--- src/rtl/xor_rr_sched.sv ---
// xor_rr_sched: round-robin arbiter that shares one registered XOR unit
// between two requesters and queues results in an in-order response FIFO.
// Ports:
//   clk, rst (sync, active-low)
//   reqN_valid/reqN_data[1:0]/reqN_ready : requester N operand handshake
//   xor_a, xor_b -> shared XOR unit, xor_out <- its result one cycle later
//   rsp_valid/rsp_data/rsp_id/rsp_ready  : response FIFO head handshake
//   busy : FSM not IDLE; gnt_cnt0/gnt_cnt1 : saturating grant counters
module xor_rr_sched #(
    parameter int RSP_DEPTH = 2,
    parameter int CNT_W     = 8
) (
    input  logic             clk,
    input  logic             rst,
    input  logic             req0_valid,
    input  logic [1:0]       req0_data,
    output logic             req0_ready,
    input  logic             req1_valid,
    input  logic [1:0]       req1_data,
    output logic             req1_ready,
    output logic             xor_a,
    output logic             xor_b,
    input  logic             xor_out,
    output logic             rsp_valid,
    output logic             rsp_data,
    output logic             rsp_id,
    input  logic             rsp_ready,
    output logic             busy,
    output logic [CNT_W-1:0] gnt_cnt0,
    output logic [CNT_W-1:0] gnt_cnt1
);

    localparam int PW = (RSP_DEPTH > 1) ? $clog2(RSP_DEPTH) : 1;
    localparam int CW = $clog2(RSP_DEPTH + 1);
    localparam logic [PW-1:0] LAST_C  = PW'(RSP_DEPTH - 1);
    localparam logic [CW-1:0] DEPTH_C = CW'(RSP_DEPTH);

    typedef enum logic [1:0] {
        IDLE,
        ISSUE,
        WAIT
    } state_t;

    state_t state;
    state_t state_nxt;

    logic          rr_ptr;
    logic [1:0]    op_reg;
    logic          id_reg;
    logic          gnt_id;
    logic          hs;
    logic          push;
    logic          pop;
    logic [1:0]    rsp_mem [RSP_DEPTH];
    logic [PW-1:0] wr_ptr;
    logic [PW-1:0] rd_ptr;
    logic [CW-1:0] count;

    // Requester picked this cycle: rr_ptr breaks ties.
    always_comb begin
        gnt_id = 1'b0;
        unique case ({req1_valid, req0_valid})
            2'b11:   gnt_id = rr_ptr;
            2'b10:   gnt_id = 1'b1;
            default: gnt_id = 1'b0;
        endcase
    end

    always_ff @(posedge clk) begin
        if (!rst) begin
            state <= IDLE;
        end else begin
            state <= state_nxt;
        end
    end

    always_comb begin
        state_nxt = state;
        unique case (state)
            IDLE:    state_nxt = hs ? ISSUE : IDLE;
            ISSUE:   state_nxt = WAIT;
            WAIT:    state_nxt = IDLE;
            default: state_nxt = IDLE;
        endcase
    end

    // Every output is gated by rst so nothing leaks while in reset.
    always_comb begin
        req0_ready = 1'b0;
        req1_ready = 1'b0;
        busy       = 1'b0;
        if (rst) begin
            busy = (state != IDLE);
            if (state == IDLE && count < DEPTH_C) begin
                req0_ready = req0_valid && !gnt_id;
                req1_ready = req1_valid && gnt_id;
            end
        end
    end

    assign hs   = req0_ready || req1_ready;
    assign push = (state == WAIT);
    assign pop  = rsp_valid && rsp_ready;

    always_ff @(posedge clk) begin
        if (!rst) begin
            rr_ptr   <= 1'b0;
            op_reg   <= 2'b00;
            id_reg   <= 1'b0;
            gnt_cnt0 <= '0;
            gnt_cnt1 <= '0;
        end else if (hs) begin
            rr_ptr <= !gnt_id;
            op_reg <= gnt_id ? req1_data : req0_data;
            id_reg <= gnt_id;
            if (req0_ready && gnt_cnt0 != '1) begin
                gnt_cnt0 <= gnt_cnt0 + 1'b1;
            end
            if (req1_ready && gnt_cnt1 != '1) begin
                gnt_cnt1 <= gnt_cnt1 + 1'b1;
            end
        end
    end

    // Push only happens from WAIT, which needed room at accept time,
    // and pops only free space, so the FIFO cannot overflow.
    always_ff @(posedge clk) begin
        if (!rst) begin
            wr_ptr <= '0;
            rd_ptr <= '0;
            count  <= '0;
        end else begin
            if (push) begin
                wr_ptr <= (wr_ptr == LAST_C) ? '0 : wr_ptr + 1'b1;
            end
            if (pop) begin
                rd_ptr <= (rd_ptr == LAST_C) ? '0 : rd_ptr + 1'b1;
            end
            unique case ({push, pop})
                2'b10:   count <= count + 1'b1;
                2'b01:   count <= count - 1'b1;
                default: count <= count;
            endcase
        end
    end

    always_ff @(posedge clk) begin
        if (push) begin
            rsp_mem[wr_ptr] <= {id_reg, xor_out};
        end
    end

    assign xor_a     = rst && op_reg[1];
    assign xor_b     = rst && op_reg[0];
    assign rsp_valid = rst && (count != '0);
    assign rsp_id    = rsp_valid && rsp_mem[rd_ptr][1];
    assign rsp_data  = rsp_valid && rsp_mem[rd_ptr][0];

endmodule
--- config.mk ---
export PLATFORM = sky130hd
export DESIGN_NAME = xor_rr_sched
export DESIGN_NICKNAME = d
export VERILOG_FILES = /design/src/rtl/xor_rr_sched.sv
export SDC_FILE = /design/constraint.sdc
export NUM_CORES = 1
export LEC_CHECK = 0
export BUFFER_PORTS_ARGS = -buffer_cell sky130_fd_sc_hd__buf_2
export CAP_MARGIN = 25
export CELL_PAD_IN_SITES_DETAIL_PLACEMENT = 1
export CELL_PAD_IN_SITES_GLOBAL_PLACEMENT = 1
export CORE_MARGIN = 2
export CORE_UTILIZATION = 42
export DETAILED_ROUTE_END_ITERATION = 8
export GPL_TIMING_DRIVEN = 0
export PLACE_DENSITY = 0.92
export SYNTH_ARGS = -nofsm -noshare
export SYNTH_HDL_FRONTEND = slang
export SYNTH_SLANG_ARGS = --single-unit
--- constraint.sdc ---
create_clock -name clk -period 5.67 [get_ports clk]
set_input_delay 1.134 -clock clk [delete_from_list [all_inputs] [get_ports clk]]
set_output_delay 1.134 -clock clk [all_outputs]
set_load 0.01 [all_outputs]
### Yosys cells after proc, flatten, opt, wreduce, memory -nomap -nowiden

Memories as Yosys holds them, arrays and structs flattened. A register that Yosys moved wholly into a read port is not among the register bits.
Cells that the tools add are included.

* register bits: 26
* logic and storage cells: 60
* bits of input ports: 10
* memories: 1
* memory bits (writable): 4

Memories
* rsp_mem: words 2, bits a word 2, rd ports 1, clocked after memory_dff 1, write ports 1, line 54 `logic [1:0] rsp_mem [RSP_DEPTH];`

* add/subtract/negate cells: 6
* reduce and logical (&&, ||, !) cells: 19
* multiplexer cells: 16
* eq/ne operators: 8
* magnitude comparators: 1

Operators by type and width (count)
* adder 8 x 1 -> 8 bit, second input constant: 2
* != test 8 bit, second input constant: 2
* two-way mux 1 bit: 12
* logical AND 1 bit: 11
* equality test 2 bit, second input constant: 4
* case mux 2 bit (2 select lines): 2
* nonzero test 2 bit: 3
* equality test 2 x 1 -> 1 bit, second input constant: 2
* AND reduction 2 bit: 2
* adder 1 bit, second input constant: 2
* adder 2 x 1 -> 2 bit, second input constant: 1
* zero test 2 bit: 1
* < comparator 2 bit, second input constant: 1
* two-way mux 2 bit: 1
* case mux 1 bit (2 select lines): 1
* subtractor 2 x 1 -> 2 bit, second input constant: 1
* zero test 1 bit: 1
* logical OR 1 bit: 1

### Depth between registers and ports, before layout

Gate-level depths: netlist of run 1.

* depth in word-level cells: 9
* mapped depth: 8

### Worst setup path after synthesis of run 1

OpenSTA, ideal clock, no wires.

* path kind: input port to output port
* start point: input port rst
* end point: output port req1_ready
* path slack: 2.688 ns
* arrival: 1.848 ns
* required time: 4.536 ns
* stages: 4
* path buffers: 1
* cell sequence: nor4b_4 > nand3_2 > buf_2 > inv_1

* longest elaborated chain between the ends: 1

RTL lines
* start, declared: line 14 `input logic rst,`
* two-way mux 1 bit: line 92 `if (rst) begin`
* end, declared: line 20 `output logic req1_ready,`

Every way passes these cells.

### Final worst setup path of run 1

* start point: input port rst
* end point: output port busy

* longest elaborated chain between the ends: 1

RTL lines
* two-way mux 1 bit: line 92
* end, declared: line 28 `output logic busy,`

Every way passes these cells.

==> results of run 1 <==
==> metal layers <==
metal	part of all wire	wire length, µm	vias up	track usage
li1	-	-	621	-
met1	0.41	1430	597	0.224
met3	0.052	181	6	0.0840
met5	0	0	-	0
met4	0.018	62	0	0.0760
met2	0.52	1800	30	0.379
==> area by class of cell <==
cell class	count	area (µm²)
plain buffers	5	27.5
clock buffers	5	37.5
clock inverters	3	15.0
fillers	391	1430
inverters	9	33.8
multi-input cells	107	674
flip-flops and latches	31	661
well taps	44	55.1
repair buffers	33	165
==> Yosys cell counts, drive strengths merged, types with 5 or more instances <==
library cell	count
or3	5
o31ai	7
a21oi	11
inv	9
o21ai	12
mux2i	6
or4	5
nand3	8
nand2	12
nor2	13
dfxtp	27
==> kinds of logic after synthesis <==
family          after synthesis
buf+inv                      14
compound gates               34
simple gates                 59
fa+ha+maj                     3
flops                        31
xor+xnor                      5
mux                           6
==> power by group <==
part / internal, mW / switching, mW / total (mW) / leakage, nW
sequential: 0.232 / 0.00718 / 0.239 / 0.256
combinational: 0.0204 / 0.0287 / 0.0491 / 0.411
clock: 0.0454 / 0.0804 / 0.126 / 0.0263
total: 0.298 / 0.116 / 0.414 / 0.693
==> worst min-delay path by stage <==
| stage | to | slack (ns) | cells past startpoint |
|---|---|---|---|
| after floorplan | rsp_mem[0][1] | 0.43 | 0 |
| after global placement | rsp_mem[0][1] | 0.45 | 0 |
| after detailed placement | rsp_mem[1][1] | 0.45 | 0 |
| after CTS | rsp_mem[0][1] | 0.48 | 0 |
| after global routing | rsp_mem[0][1] | 0.50 | 0 |
| final | rsp_mem[1][1] | 0.48 | 0 |
==> per-stage QoR <==
stage / hold slack (ns) / setup WS (ns) / area (µm²) / utilization / cells
floorplan: 0.425 / 2.69 / 1400 / - / 152
global placement: 0.449 / 2.32 / 1620 / 0.521 / 229
detailed placement: 0.454 / 2.24 / 1620 / 0.521 / 229
CTS: 0.477 / 2.24 / 1670 / 0.538 / 237
global route: 0.501 / 2.09 / 1670 / 0.538 / 237
finish: 0.480 / 2.24 / 1670 / 0.538 / 237
==> summary.md, run 1 <==
| Metric | Value |
|---|---|
| Status | finished clean |
| Synth-to-layout area growth | 19.5% |
| Area contributors post-synth | dfxtp_1 39%, edfxtp_1 8.6%, mux2i_1 4.3%, o21ai_0 4.3%, a21oi_1 3.9% |
| Worst setup EP type | output pin |
| Final wirelength | 3480 µm |
| Commonest non-fill, non-tap cells in the layout | 34 x buf_2, 27 x dfxtp_1, 13 x nor2_1, 12 x o21ai_0, 12 x nand2_1 |
| Clk_lat worst skew | 0.34 ns |
| Period utilisation layout | 0.604 |
| Leak Pwr | 0.693 nW |
| H-tree depth | 2 |
| Crit Path Category | input pin to output pin |
| Worst setup endpoint | busy |
| Post-synthesis compound-gate area fraction | 0.146 |
| Port buffer count | 33 |
| Setup crit start kind | input pin |
| CTS tree | yes |
| Max stage delay cell, worst path | clkbuf_1 |
| CTS max path bufs | 2 |
| Ant diodes | 0 |
| First-pass GRT wire length | 5740 µm |
| FMAX | 0.292 GHz |
| Remaining global-route overflow | 0 |
| # Post-CTS Setup Buffers | 0 |
| R2R Setup Slk | 3.79 ns |
| Max incr delay on CP | 0.41 ns |
| Synth unique cells | 31 |
| Rows | 20 |
| Post-synthesis cell count | 152 |
| DIE HEIGHT | 61.7 µm |
| # setup viols final | 0 |
| Core ar. | 0.00310 mm² |
| DRC | 0 |
| Fin crit period | 3.43 ns |
| Crit path buf inv count | 5 |
| CTS clk-pin slew, worst paths | 0.10 ns |
| Number of clock sinks | 31 |
| #FFs+latches synth | 31 |
| Hold Crit Start | id_reg |
| Starting Density | 0.450 |
| Slew HR | 0.651 |
| Synth area leader | dfxtp_1 |
| Layout cell share with drive strength beyond 1 | 0.233 |
| Hold Vio Cnt, Final | 0 |
| Via density | 5.29 |
| DP HPWL | 2690 µm |
| Pwr Density | 248 mW/mm² |
| Avg Cell Area, Syn | 9.19 µm² |
| DR pass1 iterations | 4 |
| Leading cell type in the layout, fill and taps excluded | buf_2 |
| Largest net degree at the start of global routing | 11 |
| Multiplexer share of the synthesized area | 0.0430 |
| Iter 0 DRT Violations | 34 |
| Post-synth EDFFs | 4 |
| I/O pin total | 34 |
| Post-synthesis simple-gate area fraction | 0.236 |
| Final setup TNS | 0 ns |
| Seq/Total Area, Yosys | 0.473 |
| Synth Cell Area | 0.00140 mm² |
| Critical Path Fanout Max | 10 |
| Worst Reg-to-Reg Cells | 6 |
| Largest family of logic cells by synthesized area | simple AND/OR/NAND/NOR gates |
| Crit-path cells | buf_2 > clkbuf_1 > inv_1 > clkbuf_1 > nor2_1 > buf_2 |
| Post-CTS Resized | 0 |
| Clock buffer count from CTS | 5 |
| Initial antenna violation count | 0 |
| Die footprint | 0.00380 mm² |
| Fin nets | 205 |
| Reg2reg start | count[1] |
| Least-Margin Pin Slew | 0.524 ns |
| MaxCap Viol Count | 0 |
| All-Layer GR Usage | 0.212 |
| Maximum VDD drop | 147 µV |
| Vias in the first global route | 1,255 |
| Synth Area in Adders | 0.0269 |
| Mean routed wirelength per cell | 14.7 µm |
| RSZ-0062 raised after global routing | false |
| Launch point of the worst path | rst |
| DR vias | 1,254 |
| Worst EP required | 4.54 ns |
| Biggest regs | gnt_cnt0 (8), gnt_cnt1 (8), rsp_mem (4) |
| Total power | 0.414 mW |
| Syn Nets | 165 |
| Crit path depth | 6 |
| Synth Flop Type | dfxtp_1 |
| Arrival time worst endpoint | 2.29 ns |
| Slew Limit Fails | 0 |
| CP top delay family | buffers and inverters |
| R2r endpoint | count[1] |
| Ys Warns | 0 |
| FFs w/ async S/R, synth | 0 |
| Cts hold-fix bufs | 0 |
| Post-Synth XOR/XNOR Area | 0.0314 |
| Die width | 61.7 µm |
| Max Clock Skew | 0.00230 ns |
| Hold Path Class | register to register |
| Final RePlAce weighted congestion | 0.751 |
| Synth top area share | 0.387 |
| Root buffer cell | clkbuf_4 |
| Post-route ant nets | 0 |
No activity file was read; power rests on OpenSTA's default activity.
==> run 2, diff against run 1 <==
CORE_UTILIZATION = 35   (was 42)
PLACE_DENSITY = 0.83   (was 0.92)
clock period = 2.8 ns   (was 5.67 ns; I/O delays follow)
==> summary.md, run 2 (synthesis gave the netlist of run 1 again) <==
| Metric | Value |
|---|---|
| Status | finished clean |
| Remaining global-route overflow | 0 (unchanged) |
| Mean routed wirelength per cell | 13.5 µm (-7.7%) |
| Final setup TNS | 0 ns (unchanged) |
| Least-Margin Pin Slew | 0.524 ns (+0.000184 ns) |
| Post-CTS Resized | 0 (unchanged) |
| MaxCap Viol Count | 0 (unchanged) |
| Layout cell share with drive strength beyond 1 | 0.228 (-0.00518) |
| Final RePlAce weighted congestion | 0.791 (+5.2%) |
| Initial antenna violation count | 0 (unchanged) |
| Port buffer count | 33 (unchanged) |
| Ant diodes | 0 (unchanged) |
| Hold Crit Start | xor_out |
| I/O pin total | 34 (unchanged) |
| Worst EP required | 2.24 ns (-2.30 ns) |
| Maximum VDD drop | 200 µV (+35%) |
| Largest net degree at the start of global routing | 11 (unchanged) |
| H-tree depth | 2 (unchanged) |
| Post-route ant nets | 0 (unchanged) |
| Period utilisation layout | 0.829 |
| Vias in the first global route | 1,225 (-2.4%) |
| Slew Limit Fails | 0 (unchanged) |
| DR pass1 iterations | 4 (unchanged) |
| Pwr Density | 532 mW/mm² (+110%) |
| Final wirelength | 3260 µm (-6.1%) |
| Cts hold-fix bufs | 0 (unchanged) |
| Root buffer cell | clkbuf_8 |
| Crit Path Category | register to output pin |
| DP HPWL | 2430 µm (-9.7%) |
| Fin nets | 205 (unchanged) |
| Area post-placement | 0.00162 mm² (+0.31%) |
| Worst Reg-to-Reg Cells | 6 (unchanged) |
| First-pass GRT wire length | 5530 µm (-3.7%) |
| Critical Path Fanout Max | 10 (unchanged) |
| Slew HR | 0.647 (-0.00382) |
| Filler cells | 478 (+22%) |
| Worst setup EP type | output pin |
| Leading cell type in the layout, fill and taps excluded | buf_2 |
| Die width | 67.2 µm (+8.9%) |
| FMAX | 0.431 GHz |
| Iter 0 DRT Violations | 34 (unchanged) |
| DRC | 0 (unchanged) |
| CTS clk-pin slew, worst paths | 0.06 ns (-0.04 ns) |
| # Post-CTS Setup Buffers | 0 (unchanged) |
| Clock buffer count from CTS | 5 (unchanged) |
| DR vias | 1,235 (-1.5%) |
| Commonest non-fill, non-tap cells in the layout | 34 x buf_2, 27 x dfxtp_1, 13 x nor2_1, 12 x o21ai_0, 12 x nand2_1 |
| Synth-to-layout area growth | 21.9% |
| Worst hold path depth | 1 (+1) |
| All-Layer GR Usage | 0.163 (-0.0487) |
| RSZ-0062 raised after global routing | false |
| Biggest regs | gnt_cnt0 (8), gnt_cnt1 (8), rsp_mem (4) |
| End of the worst hold path | rsp_mem[0][0] |
| Starting Density | 0.373 (-0.0770) |
| Clk_lat worst skew | 0.28 ns (-0.06 ns) |
| Leak Pwr | 0.707 nW (+2.0%) |
| CTS tree | yes |
| Setup crit start kind | register |
| Rows | 22 (+10%) |
| Arrival time worst endpoint | 1.76 ns (-0.53 ns) |
| Finished Cell Area | 0.00170 mm² (+1.9%) |
| DIE HEIGHT | 67.2 µm (+8.9%) |
| Core Util, Final | 0.455 (-0.0834) |
| CTS max path bufs | 2 (unchanged) |
| Die footprint | 0.00451 mm² (+19%) |
| Core ar. | 0.00374 mm² (+21%) |
| Max Clock Skew | 0.00300 ns (+0.000702 ns) |
| Hold Path Class | input pin to register |
| Number of clock sinks | 31 (unchanged) |
| Reg2reg start | count[1] |
| Hold Vio Cnt, Final | 0 (unchanged) |
| Via density | 5.12 (-3.1%) |
| R2R Setup Slk | 0.89 ns (-2.90 ns) |
| R2r endpoint | count[1] |
| # setup viols final | 0 (unchanged) |
| Fin crit period | 2.32 ns |
run 2: cell count changes in the layout (fill, tap and decap cells not counted):
cell / change
clkbuf_8: +5
clkbuf_4: -5
clkinvlp_4: -1
clkbuf_1: +1
run 2: how the worst max path moves through the flow:
stage	startpoint	endpoint	slack [ns]	cells after the start
floorplan	rst	count[1]	0.73	7
global placement	rst	count[1]	0.38	8
detailed placement	rst	count[1]	0.32	8
CTS	count[1]	req1_ready	0.47	5
global route	count[1]	req1_ready	0.36	5
finish	count[1]	req1_ready	0.48	5
run 2: area by class of cell:
type                            instances  area, µm²  share of cell area
Inverter                                9       33.8              0.0199
Multi-Input combinational cell        107        674               0.396
Buffer                                  5       27.5              0.0162
Tap cell                               48       60.1              0.0353
Clock buffer                            6       72.6              0.0426
Timing Repair Buffer                   33        165              0.0971
Sequential cell                        31        661               0.388
Clock inverter                          2       7.51             0.00441
run 2: worst max-delay path: stages (launching register included):
cell	delay, ns
dfxtp_1	0.36
nor4b_4	0.42
nand3_2	0.22
buf_2	0.24
inv_1	0.11
buf_2	0.14
run 2: through the flow:
stage / setup WS (ns) / std cells / total power, mW / hold slack, ns
after CTS: 0.469 / 241 / 0.916 / 0.470
after global placement: 0.377 / 233 / 0.589 / 0.444
after detailed placement: 0.324 / 233 / 0.593 / 0.466
after floorplan: 0.727 / 152 / 0.557 / 0.425
after global routing: 0.360 / 241 / 0.948 / 0.473
final: 0.479 / 241 / 0.905 / 0.472
run 2: report_power, final:
group          internal [mW]  total (mW)  leakage, nW  switching (mW)
sequential             0.470       0.484        0.256          0.0142
combinational         0.0412      0.0987        0.411          0.0574
clock                  0.169       0.322       0.0403           0.153
run 2: per-layer routing:
| metal | track usage | vias up | part of all wire |
|---|---|---|---|
| li1 | - | 619 | - |
| met1 | 0.191 | 580 | 0.45 |
| met2 | 0.285 | 31 | 0.48 |
| met3 | 0.0383 | 5 | 0.053 |
| met4 | 0.0689 | 0 | 0.017 |
| met5 | 0 | - | 0 |
==> run 3, diff against run 2 <==
ABC_AREA = 1   (was default)
PLACE_DENSITY = 0.84   (was 0.83)
clock period = 2.06 ns   (was 2.8 ns; I/O delays follow)
==> summary.md, run 3 <==
| Metric | Value |
|---|---|
| Status | finished clean |
| Synth top area share | 0.325 (-0.0618) |
| #FFs+latches synth | 31 (unchanged) |
| Max Clock Skew | 0.00698 ns (+0.00398 ns) |
| Slew Limit Fails | 0 (unchanged) |
| I/O pin total | 34 (unchanged) |
| Synth area leader | dfxtp_1 |
| Layout cell share with drive strength beyond 1 | 0.219 (-0.00900) |
| Maximum VDD drop | 459 µV (+130%) |
| Ys Warns | 0 (unchanged) |
| Period utilisation layout | 0.883 |
| Slew HR | 0.652 (+0.00462) |
| Avg Cell Area, Syn | 7.13 µm² (-22%) |
| DR pass1 iterations | 4 (unchanged) |
| DP HPWL | 3100 µm (+27%) |
| FMAX | 0.550 GHz |
| Cts hold-fix bufs | 0 (unchanged) |
| Synth Flop Type | dfxtp_1 |
| Ant diodes | 0 (unchanged) |
| First-pass GRT wire length | 7060 µm (+28%) |
| Via density | 4.86 (-5.2%) |
| Worst EP required | 1.65 ns (-0.59 ns) |
| Post-route ant nets | 0 (unchanged) |
| CTS clk-pin slew, worst paths | 0.07 ns (about the same) |
| All-Layer GR Usage | 0.172 (+0.00853) |
| Max stage delay cell, worst path | buf_1 |
| Least-Margin Pin Slew | 0.523 ns (-0.00139 ns) |
| Crit Path Category | input pin to output pin |
| Post-synthesis cell count | 233 (+53%) |
| Clk_lat worst skew | 0.29 ns (about the same) |
| Area of the multi-input gates | 877 µm² (+30%) |
| Port buffer count | 33 (unchanged) |
| CTS tree | yes |
| Final wirelength | 3940 µm (+21%) |
| CTS max path bufs | 2 (unchanged) |
| Rows | 25 (+14%) |
| Leak Pwr | 0.984 nW (+39%) |
| Biggest regs | gnt_cnt0 (8), gnt_cnt1 (8), rsp_mem (4) |
| Commonest non-fill, non-tap cells in the layout | 74 x nand2_1, 33 x buf_2, 31 x nor2_1, 27 x inv_1, 27 x dfxtp_1 |
| Seq/Total Area, Yosys | 0.398 (-0.0755) |
| Critical Path Fanout Max | 10 (unchanged) |
| Synth Cell Area | 0.00166 mm² (+19%) |
| Post-CTS Resized | 0 (unchanged) |
| Leading cell type in the layout, fill and taps excluded | nand2_1 |
| Crit path top cell by count | buf_2 |
| Filler cells | 597 (+25%) |
| Final RePlAce weighted congestion | 0.792 (+0.22%) |
| Total power | 1.50 mW (+65%) |
| Root buffer cell | clkbuf_8 |
| H-tree depth | 2 (unchanged) |
| Mean routed wirelength per cell | 12.0 µm (-11%) |
| RSZ-0062 raised after global routing | false |
| Largest net degree at the start of global routing | 11 (unchanged) |
| MaxCap Viol Count | 0 (unchanged) |
| Max incr delay on CP | 0.45 ns (+0.03 ns) |
| # setup viols final | 0 (unchanged) |
| Post-synth top cells | 74 x nand2_1, 31 x nor2_1, 27 x dfxtp_1, 27 x inv_1 |
| Synth-to-layout area growth | 21.1% |
| Area contributors post-synth | dfxtp_1 33%, nand2_1 17%, edfxtp_1 7.2%, nor2_1 7.0%, inv_1 6.1% |
| Pwr Density | 744 mW/mm² (+40%) |
| Die footprint | 0.00531 mm² (+18%) |
| Syn Nets | 246 (+49%) |
| Core Util, Final | 0.432 (-0.0229) |
| Hold Vio Cnt, Final | 0 (unchanged) |
| Iter 0 DRT Violations | 43 (+26%) |
| Starting Density | 0.357 (-0.0165) |
| Hold WS | 0.319 ns (-0.153 ns) |
| Number of clock sinks | 31 (unchanged) |
| FFs w/ async S/R, synth | 0 (unchanged) |
| Final setup TNS | 0 ns (unchanged) |
| Worst setup EP type | output pin |
| Seq. cell area | 661 µm² (unchanged) |
| Arrival time worst endpoint | 1.41 ns (-0.35 ns) |
| Core ar. | 0.00466 mm² (+24%) |
| Post-synth EDFFs | 4 (unchanged) |
| Crit-path cells | buf_2 > inv_2 > buf_1 > a21oi_1 > buf_2 |
| Cell with the most instances after synthesis | nand2_1 |
| Vias in the first global route | 1,620 (+32%) |
| DIE HEIGHT | 72.9 µm (+8.5%) |
| Fin crit period | 1.82 ns |
| Synth unique cells | 26 (-16%) |
| Setup crit start kind | input pin |
| Remaining global-route overflow | 0 (unchanged) |
| Hold Path Class | input pin to register |
| Die width | 72.9 µm (+8.5%) |
| Clock buffer count from CTS | 5 (unchanged) |
| DRC | 0 (unchanged) |
| # Post-CTS Setup Buffers | 0 (unchanged) |
| DR vias | 1,594 (+29%) |
| Fin nets | 286 (+40%) |
| Initial antenna violation count | 0 (unchanged) |
## run 3: cell types whose count changed after synthesis, moves of 4 or more
cell	before	now
or4_1	5	0
or3_1	5	0
nand3_1	7	13
nor2_1	13	31
o31ai_1	7	1
nand2_2	0	5
inv_1	9	27
nand2_1	12	74
mux2i_1	6	0
nand2b_1	4	0
## run 3: path summary, 6_finish.rpt
kind | startpoint | end | slack, ns | depth (start not counted)
setup / recovery | rst | busy | 0.24 | 5
hold / removal | xor_out | rsp_mem[1][0] | 0.32 | 1
setup reg to reg | count[0] | count[1] | 0.47 | 9
hold reg to reg | id_reg | rsp_mem[0][1] | 0.49 | 0
## run 3: area by class of cell
type | count | share of cell area
Clock buffer | 6 | 0.0410
Clock inverter | 2 | 0.0174
Buffer | 2 | 0.00746
Inverter | 29 | 0.0541
Timing Repair Buffer | 33 | 0.0821
Multi-Input combinational cell | 171 | 0.436
Sequential cell | 31 | 0.328
Tap cell | 54 | 0.0336
## run 3: cell families (layout without fill, tap and decap cells)
group / Yosys count / in the layout / synth area share
and+or+nand+nor: 135 / 135 / 0.374
buffers and inverters: 31 / 72 / 0.0745
adders and majority gates: 3 / 3 / 0.0226
xor gates and xnor gates: 6 / 6 / 0.0316
muxes: 2 / 2 / 0.0136
AOI/OAI and AO/OA: 25 / 25 / 0.0858
DFF: 31 / 31 / 0.398
## run 3: power by group
part,internal [mW],switching [mW]
Sequential,0.645,0.0256
Clock,0.391,0.237
Combinational,0.0722,0.127
## run 3: metal layers
metal,track usage,up-vias,routed length [µm]
met5,0,-,0
met4,0.0494,0,51
met3,0.0566,7,203
met2,0.297,34,1900
met1,0.203,741,1780
li1,-,812,-
## run 3: through the flow
stage	setup slack, ns	instances	cell area, µm²
2_1_floorplan	0.481	233	1660
3_3_place_gp	0.222	320	1890
3_5_place_dp	0.218	320	1890
4_1_cts	0.207	328	2010
5_1_grt	0.136	328	2010
6_report	0.241	328	2010
## run 3: worst max-delay path, delay by kind of cell
kind	cells	cell delay [ns]
buffers and inverters	4	0.91
AO/OA/AOI/OAI	1	0.10
